==> config.mk <==
export PLATFORM = sky130hd
export DESIGN_NAME = button_debounce
export DESIGN_NICKNAME = d
export VERILOG_FILES = /design/src/rtl/debounce_pkg.sv /design/src/rtl/debounce_lane.sv /design/src/rtl/button_debounce.sv
export SDC_FILE = /design/constraint.sdc
export NUM_CORES = 1
export LEC_CHECK = 0
export CAP_MARGIN = 30
export CELL_PAD_IN_SITES_DETAIL_PLACEMENT = 1
export CELL_PAD_IN_SITES_GLOBAL_PLACEMENT = 1
export CORE_UTILIZATION = 50
export CTS_BUF_LIST = sky130_fd_sc_hd__clkbuf_16
export CTS_CLUSTER_DIAMETER = 80
export DETAILED_ROUTE_END_ITERATION = 7
export GPL_TIMING_DRIVEN = 0
export PLACE_DENSITY_LB_ADDON = 0.3
export SLEW_MARGIN = 40
export SYNTH_ARGS = -nofsm -noshare
export SYNTH_HDL_FRONTEND = slang
export SYNTH_SLANG_ARGS = --single-unit
==> constraint.sdc <==
create_clock -name clk -period 8.8 [get_ports clk]
set_input_delay 0.88 -clock clk [delete_from_list [all_inputs] [get_ports clk]]
set_output_delay 0.88 -clock clk [all_outputs]
set_load 0.05 [all_outputs]
==> src/rtl/debounce_pkg.sv <==
// Shared constants and types for the pushbutton debounce front end.
// Optional chord suppression is enabled with the DEBOUNCE_LOCKOUT_EN macro.
package debounce_pkg;

    localparam int unsigned N_BUTTONS_DEF    = 16;
    localparam int unsigned SYNC_STAGES_DEF  = 2;
    localparam int unsigned TICK_CYCLES_DEF  = 50000;
    localparam int unsigned STABLE_TICKS_DEF = 10;

    typedef logic [N_BUTTONS_DEF-1:0] btn_vec_t;

    // Counter width for a modulus n; never narrower than one bit.
    function automatic int unsigned cnt_width(input int unsigned n);
        return (n > 1) ? $clog2(n) : 1;
    endfunction

endpackage

==> src/rtl/debounce_lane.sv <==
// One button lane: raw-pin synchroniser, stability integrator and press strobe.
// Under DEBOUNCE_LOCKOUT_EN the lane also exports its same-tick press request
// so the top level can arbitrate between lanes.
module debounce_lane
    import debounce_pkg::*;
#(
    parameter int unsigned SYNC_STAGES  = SYNC_STAGES_DEF,
    parameter int unsigned STABLE_TICKS = STABLE_TICKS_DEF
) (
    input  logic clk,
    input  logic reset,
    input  logic btn_raw_i,
    input  logic tick_i,
    input  logic commit_en_i,
    output logic level_o,
    output logic press_pulse_o
`ifdef DEBOUNCE_LOCKOUT_EN
    ,
    output logic press_request_c_o
`endif
);

    localparam int unsigned CNT_W = cnt_width(STABLE_TICKS);
    localparam logic [CNT_W-1:0] CNT_LAST = CNT_W'(STABLE_TICKS - 1);

    logic [SYNC_STAGES-1:0] sync_q;
    logic                   s;
    logic [CNT_W-1:0]       cnt_q, cnt_d;
    logic                   level_q, level_d;
    logic                   press_q, press_d;

    assign s = sync_q[SYNC_STAGES-1];

    // Synchroniser, integrator and level/strobe registers.
    always_ff @(posedge clk or posedge reset) begin
        if (reset) begin
            sync_q  <= '1;
            cnt_q   <= '0;
            level_q <= 1'b1;
            press_q <= 1'b0;
        end else begin
            sync_q  <= {sync_q[SYNC_STAGES-2:0], btn_raw_i};
            cnt_q   <= cnt_d;
            level_q <= level_d;
            press_q <= press_d;
        end
    end

    // Qualification: any return to the committed level restarts the count;
    // a blocked press keeps the count at zero.
    always_comb begin
        cnt_d   = cnt_q;
        level_d = level_q;
        if (s == level_q) begin
            cnt_d = '0;
        end else if (!s && !commit_en_i) begin
            cnt_d = '0;
        end else if (tick_i && (cnt_q == CNT_LAST)) begin
            level_d = s;
            cnt_d   = '0;
        end else if (tick_i) begin
            cnt_d = CNT_W'(cnt_q + 1'b1);
        end
        press_d = level_q & ~level_d;
    end

`ifdef DEBOUNCE_LOCKOUT_EN
    // A press would commit on this tick if the lane were allowed to.
    assign press_request_c_o = !s && level_q && tick_i && (cnt_q == CNT_LAST);
`endif

    assign level_o       = level_q;
    assign press_pulse_o = press_q;

endmodule

==> src/rtl/button_debounce.sv <==
// Debounces N active-low pushbuttons into the clk domain for the button encoder.
// Define DEBOUNCE_LOCKOUT_EN to suppress chords so that at most one lane is
// ever low (lowest index wins simultaneous presses).
module button_debounce
    import debounce_pkg::*;
#(
    parameter int unsigned N_BUTTONS    = N_BUTTONS_DEF,
    parameter int unsigned SYNC_STAGES  = SYNC_STAGES_DEF,
    parameter int unsigned TICK_CYCLES  = TICK_CYCLES_DEF,
    parameter int unsigned STABLE_TICKS = STABLE_TICKS_DEF
) (
    input  logic                 clk,
    input  logic                 reset,
    input  logic [N_BUTTONS-1:0] buttons_raw,
    output logic [N_BUTTONS-1:0] buttons,
    output logic [N_BUTTONS-1:0] press_pulse,
    output logic                 any_pressed
);

    localparam int unsigned PRE_W = cnt_width(TICK_CYCLES);
    localparam logic [PRE_W-1:0] PRE_LAST = PRE_W'(TICK_CYCLES - 1);

    logic [PRE_W-1:0]     pre_q, pre_d;
    logic                 tick_c;
    logic [N_BUTTONS-1:0] commit_en;

    assign tick_c = (pre_q == PRE_LAST);

    // Sample-tick prescaler register.
    always_ff @(posedge clk or posedge reset) begin
        if (reset) begin
            pre_q <= '0;
        end else begin
            pre_q <= pre_d;
        end
    end

    // Prescaler wraps after TICK_CYCLES-1.
    always_comb begin
        pre_d = tick_c ? '0 : PRE_W'(pre_q + 1'b1);
    end

`ifdef DEBOUNCE_LOCKOUT_EN
    logic [N_BUTTONS-1:0] press_req;
    logic [N_BUTTONS-1:0] lane_mask;
    logic                 lower_req;

    // Lockout: a lane may commit a press only when no other lane is low and
    // no lower-index lane is committing a press on the same tick.
    always_comb begin
        commit_en = '0;
        lane_mask = '0;
        lower_req = 1'b0;
        for (int i = 0; i < int'(N_BUTTONS); i++) begin
            lane_mask    = '0;
            lane_mask[i] = 1'b1;
            commit_en[i] = ~(|(~buttons & ~lane_mask)) & ~lower_req;
            lower_req    = lower_req | press_req[i];
        end
    end
`else
    assign commit_en = '1;
`endif

    for (genvar g = 0; g < int'(N_BUTTONS); g++) begin : g_lane
        debounce_lane #(
            .SYNC_STAGES (SYNC_STAGES),
            .STABLE_TICKS(STABLE_TICKS)
        ) u_lane (
            .clk              (clk),
            .reset            (reset),
            .btn_raw_i        (buttons_raw[g]),
            .tick_i           (tick_c),
            .commit_en_i      (commit_en[g]),
            .level_o          (buttons[g]),
            .press_pulse_o    (press_pulse[g])
`ifdef DEBOUNCE_LOCKOUT_EN
            ,
            .press_request_c_o(press_req[g])
`endif
        );
    end

    assign any_pressed = ~&buttons;

endmodule

# Yosys cells after proc, flatten, opt, wreduce, memory -nomap -nowiden
# Cells that the tools add are included.
[classes] add_sub_neg=17 n_eq_ne=33 mux=81 reduce_logical=34 n_bitwise=32
[op_table] operator="4-bit two-way mux" n=48
[op_table] operator="4-bit by 1-bit adder with 4-bit output (second input constant)" n=16
[op_table] operator="4-bit == test (second input constant)" n=16
[op_table] operator="3-bit nonzero test" n=16
[op_table] operator="1-bit two-way mux" n=32
[op_table] operator="16-bit by 1-bit adder with 16-bit output (second input constant)" n=1
[op_table] operator="1-bit bitwise AND" n=16
[op_table] operator="1-bit == test" n=16
[op_table] operator="16-bit == test (second input constant)" n=1
[op_table] operator="1-bit logical AND" n=16
[op_table] operator="16-bit two-way mux" n=1
[op_table] operator="1-bit inverter" n=16
[op_table] operator="16-bit AND reduction" n=1
[op_table] operator="1-bit zero test" n=1
[totals] reg_bits=144 input_bits=18 elab_cells=262 out_inout_bits=33

# Logic depth before layout (Yosys ltp)
[logic_depth] depth_word=6 mapped_depth=8

# Hierarchy
# From an unflattened synthesis, not the netlist that was laid out.
[unflattened] cells_unflattened=586 area_unflattened_um2=6807.8
[by_module_without_submodules] module="debounce_lane" n_inst=16 seq_area_each_um2=203.9 area_per_inst_um2=375.4 cells_each=32
[by_module_without_submodules] module="button_debounce" n_inst=1 seq_area_each_um2=400.4 area_per_inst_um2=802.0 cells_each=74

# Least setup slack after synthesis
# Ideal clock, no wire load.
[synth_path] kind="register to output" start="register g_lane[0].u_lane.level_q" end="output any_pressed" path_stages_with_launch=3 t_required_ns=7.920 setup_slack_ns=6.525 arrival_time_ns=1.395 path_cell_list="dfstp_2 nand4_1 or4_1"
[synth_via] elab_chain_len=2
[synth_rtl] item="from (decl)" line="debounce_lane.sv:29" text="logic level_q, level_d;"
[synth_rtl] item="from (signal assigned)" line="debounce_lane.sv:44" text="level_q <= level_d;"
[synth_rtl] item="16-bit AND reduction" line="button_debounce.sv:84" text="assign any_pressed = ~&buttons;"
[synth_rtl] item="1-bit zero test" line="button_debounce.sv:84"
[synth_rtl] item="to (decl)" line="button_debounce.sv:17" text="output logic any_pressed"
# No other way between the ends.

# Worst setup path after layout
# Ends and elaborated chain as after synthesis.

==> metrics.cfg <==
[status]
outcome = finished clean

[setup_path]
slowest_stage = clkdlybuf4s50_1
worstSetupEndpointType = primary output
worstPathArrival_ps = 2540
critical_path_required_ps = 7920
cpLargestDelayFamily = simple AND/OR/NAND/NOR gates
worstPathMaxFanout = 5
cp.buffers_inverters = 1
path_cells = nand4_1 -> or4_1 -> clkdlybuf4s50_1
slowest_delay_ps = 730
worst_setup_path_start_kind = flip-flop
critical_path_class = reg2out

[clocking]
cts_resized = 0
htreeDepth = 4
cts_buffers = 17
post_cts_buffers = 0
clock_sinks = 144
clockRootBuffer = clkbuf_16
postCtsHoldBufs = 0
cts_buffer_depth = 2
clk_latency_ps = 420
cts.clk_slew.worst_paths_ps = 60
cts_tree = yes

[detailed_routing]
num_vias = 4931
drc = 0
ant_nets = 0
firstDrtPassIters = 6
drtIter0Drc = 243
drt-total-wl_mm = 17.0
avgRoutedWirePerCell_um = 19.4
viasPerCell = 5.64

[synthesis]
syn-instance-count = 616
synthSimpleGateAreaFrac_pct = 16.5
synth_nets = 667
syn_area_per_cell_sq_um = 11.0
synthTopCellsByArea = dfrtp_1, dfstp_2, ha_1
synth_seq_cells = 144
synth-edff-count = 0
synth_fa_ha_area_share_pct = 6.11
synthesis.area_sq_um = 6750
synth_xor_xnor_area_share_pct = 3.89
synth_compound_area_share_pct = 9.93
synth_top_family_by_area = simple AND/OR/NAND/NOR gates
synth.yosys.seq_area_share_pct = 54.2
async_flop_share_pct = 100
synth_top_area_share_pct = 35.6
synth_top_area_cell = dfrtp_1
synthFlopType = dfrtp_1
yosys_warnings = 0
synth_cell_types = 37
synth.area.mux_share_pct = 2.50

[placement]
routabilityCongestion = 0.770
placed_cell_area_sq_um = 7510
portBuffers = 50
place_hpwl_mm = 11.2

[timing]
rsz0062_at_grt = false
final.period_utilization_pct = 38.8
hold_viol_final = 0
slew_viol_final = 0
tightest_slew_ps = 693
slew_headroom_pct = 53.8
finClkSkew_ps = 7.02
fin_setup_tns_ps = 0
min_period_ps = 3420
max_freq_ghz = 0.293
setup_violations = 0

[global_routing]
grt_usage_pct = 26.4
grt_pass1_wl_mm = 28.5
antenna_found_initial = 0
grt_max_degree = 81
grt_remaining_overflow = 0
grt_pass1_vias = 5541

[finish]
fill_cells = 1436
syn2layout_area_growth_pct = 18.4
num_antenna_cells = 0
drive_above_1_share_pct = 20.5
final_area_sq_um = 7990
finish.net_count = 737

[power]
power_switching_share_pct = 21.4
pwr-share-clk_pct = 45.7
peakVddDrop_mv = 0.122
pwr-share-comb_pct = 2.3
p_sw_mw = 0.280
p_leak_nw = 3.38
p_int_mw = 1.03
seq_power_share_pct = 52.0
p_per_area_nw_per_um2 = 164

[floorplan]
ios = 51
core_sq_um = 13200
die_w_um = 118
dieArea_sq_um = 14000
die_y_um = 118
rows = 42
initial_core_util_pct = 51.2

[hold_path]
hold_class = reg2reg

[run]
maxCapViolations = 0

==> final cells by class <==
type                            instances  area [sq um]  share of cell area (%)
Tap cell                              176           220                    2.75
Multi-Input combinational cell        385          2630                    32.9
Clock inverter                         15          58.8                   0.736
Clock buffer                           17           425                    5.32
Inverter                               38           150                    1.88
Timing Repair Buffer                   51           528                    6.61
Sequential cell                       144          3660                    45.8
Buffer                                 49           319                    3.99
==> worst reg2reg max path, stage by stage (launching register included) <==
cell and delay (ps):
dfrtp_1 390, ha_1 220, and3_1 280, nand4_2 180
clkbuf_1 320, buf_2 310, nor4b_1 540
==> path summary, 6_finish.rpt <==
path | from | to | slack (ps) | cells after the start
worst max-delay path | g_lane[0].u_lane.level_o$_DFF_PP1_ | any_pressed | 5380 | 3
worst max register to register | pre_q[0]$_DFF_PP0_ | g_lane[0].u_lane.press_pulse_o$_DFF_PP0_ | 6400 | 6
max in group asynchronous | reset | g_lane[13].u_lane.sync_q[1]$_DFF_PP1_ | 7130 | 3
min in group asynchronous | reset | g_lane[7].u_lane.cnt_q[3]$_DFFE_PP0P_ | 900 | 2
worst min-delay path | g_lane[10].u_lane.sync_q[0]$_DFF_PP1_ | g_lane[10].u_lane.sync_q[1]$_DFF_PP1_ | 350 | 0
worst min register to register | g_lane[10].u_lane.sync_q[0]$_DFF_PP1_ | g_lane[10].u_lane.sync_q[1]$_DFF_PP1_ | 350 | 0
==> logic make-up (layout without fill, tap and decap cells) <==
| group | Yosys count | after routing |
|---|---|---|
| flops | 144 | 144 |
| fa+ha+maj | 33 | 33 |
| simple gates | 199 | 199 |
| compound gates | 108 | 108 |
| mux | 15 | 15 |
| buf+inv | 87 | 170 |
| xor+xnor | 30 | 30 |
==> power by group through the flow <==
stage | Sequential (mW) | Clock, mW | Combinational (mW)
detailed placement | 0.692 | 0 | 0.0315
floorplan | 0.691 | 0 | 0.0154
global route | 0.682 | 0.639 | 0.0342
CTS | 0.682 | 0.612 | 0.0317
global placement | 0.691 | 0 | 0.0281
finish | 0.682 | 0.600 | 0.0304
==> state kept, by name (all words and copies together), names as in the netlist <==
name / count
pre_q: 16
g_lane.u_lane.sync_q: 32
g_lane.u_lane.level_o: 16
g_lane.u_lane.press_pulse_o: 16
g_lane.u_lane.cnt_q: 64
==> synth_stat cells, types with 14 or more instances <==
library cell	instances
a21oi_1	48
buf_4	32
dfrtp_1	96
dfstp_2	48
ha_1	33
inv_1	38
mux2_2	15
nand2_1	61
nor2_1	26
nor3b_1	14
o21ai_0	20
or3_1	28
or4_1	17
xnor2_1	22
==> stage by stage <==
stage / hold slack [ps] / worst slack (ps) / power, mW / std cells / utilization, %
floorplan: 345 / 4130 / 0.706 / 616 / -
global placement: 345 / 2210 / 0.720 / 842 / 56.7
detailed placement: 347 / 5840 / 0.724 / 843 / 56.9
CTS: 356 / 5370 / 1.32 / 875 / 60.6
global route: 361 / 5330 / 1.36 / 875 / 60.6
finish: 355 / 5380 / 1.31 / 875 / 60.6
==> routing by layer <==
| layer | global-route usage (%) | vias up | wire, um |
|---|---|---|---|
| li1 | - | 2278 | - |
| met1 | 31.6 | 2539 | 7140 |
| met2 | 46.0 | 84 | 8860 |
| met3 | 5.65 | 30 | 551 |
| met4 | 10.7 | 0 | 410 |
| met5 | 0 | - | 0 |
==> cell usage in the layout, fill, tap and decap left out, types with 26 or more instances in the layout <==
master	instances
clkdlybuf4s50_1	50
nand2_1	61
inv_1	49
dfstp_2	48
buf_4	32
or3_1	28
dfrtp_1	96
nor2_1	26
ha_1	33
a21oi_1	48
(Power assumes the default switching activity.)
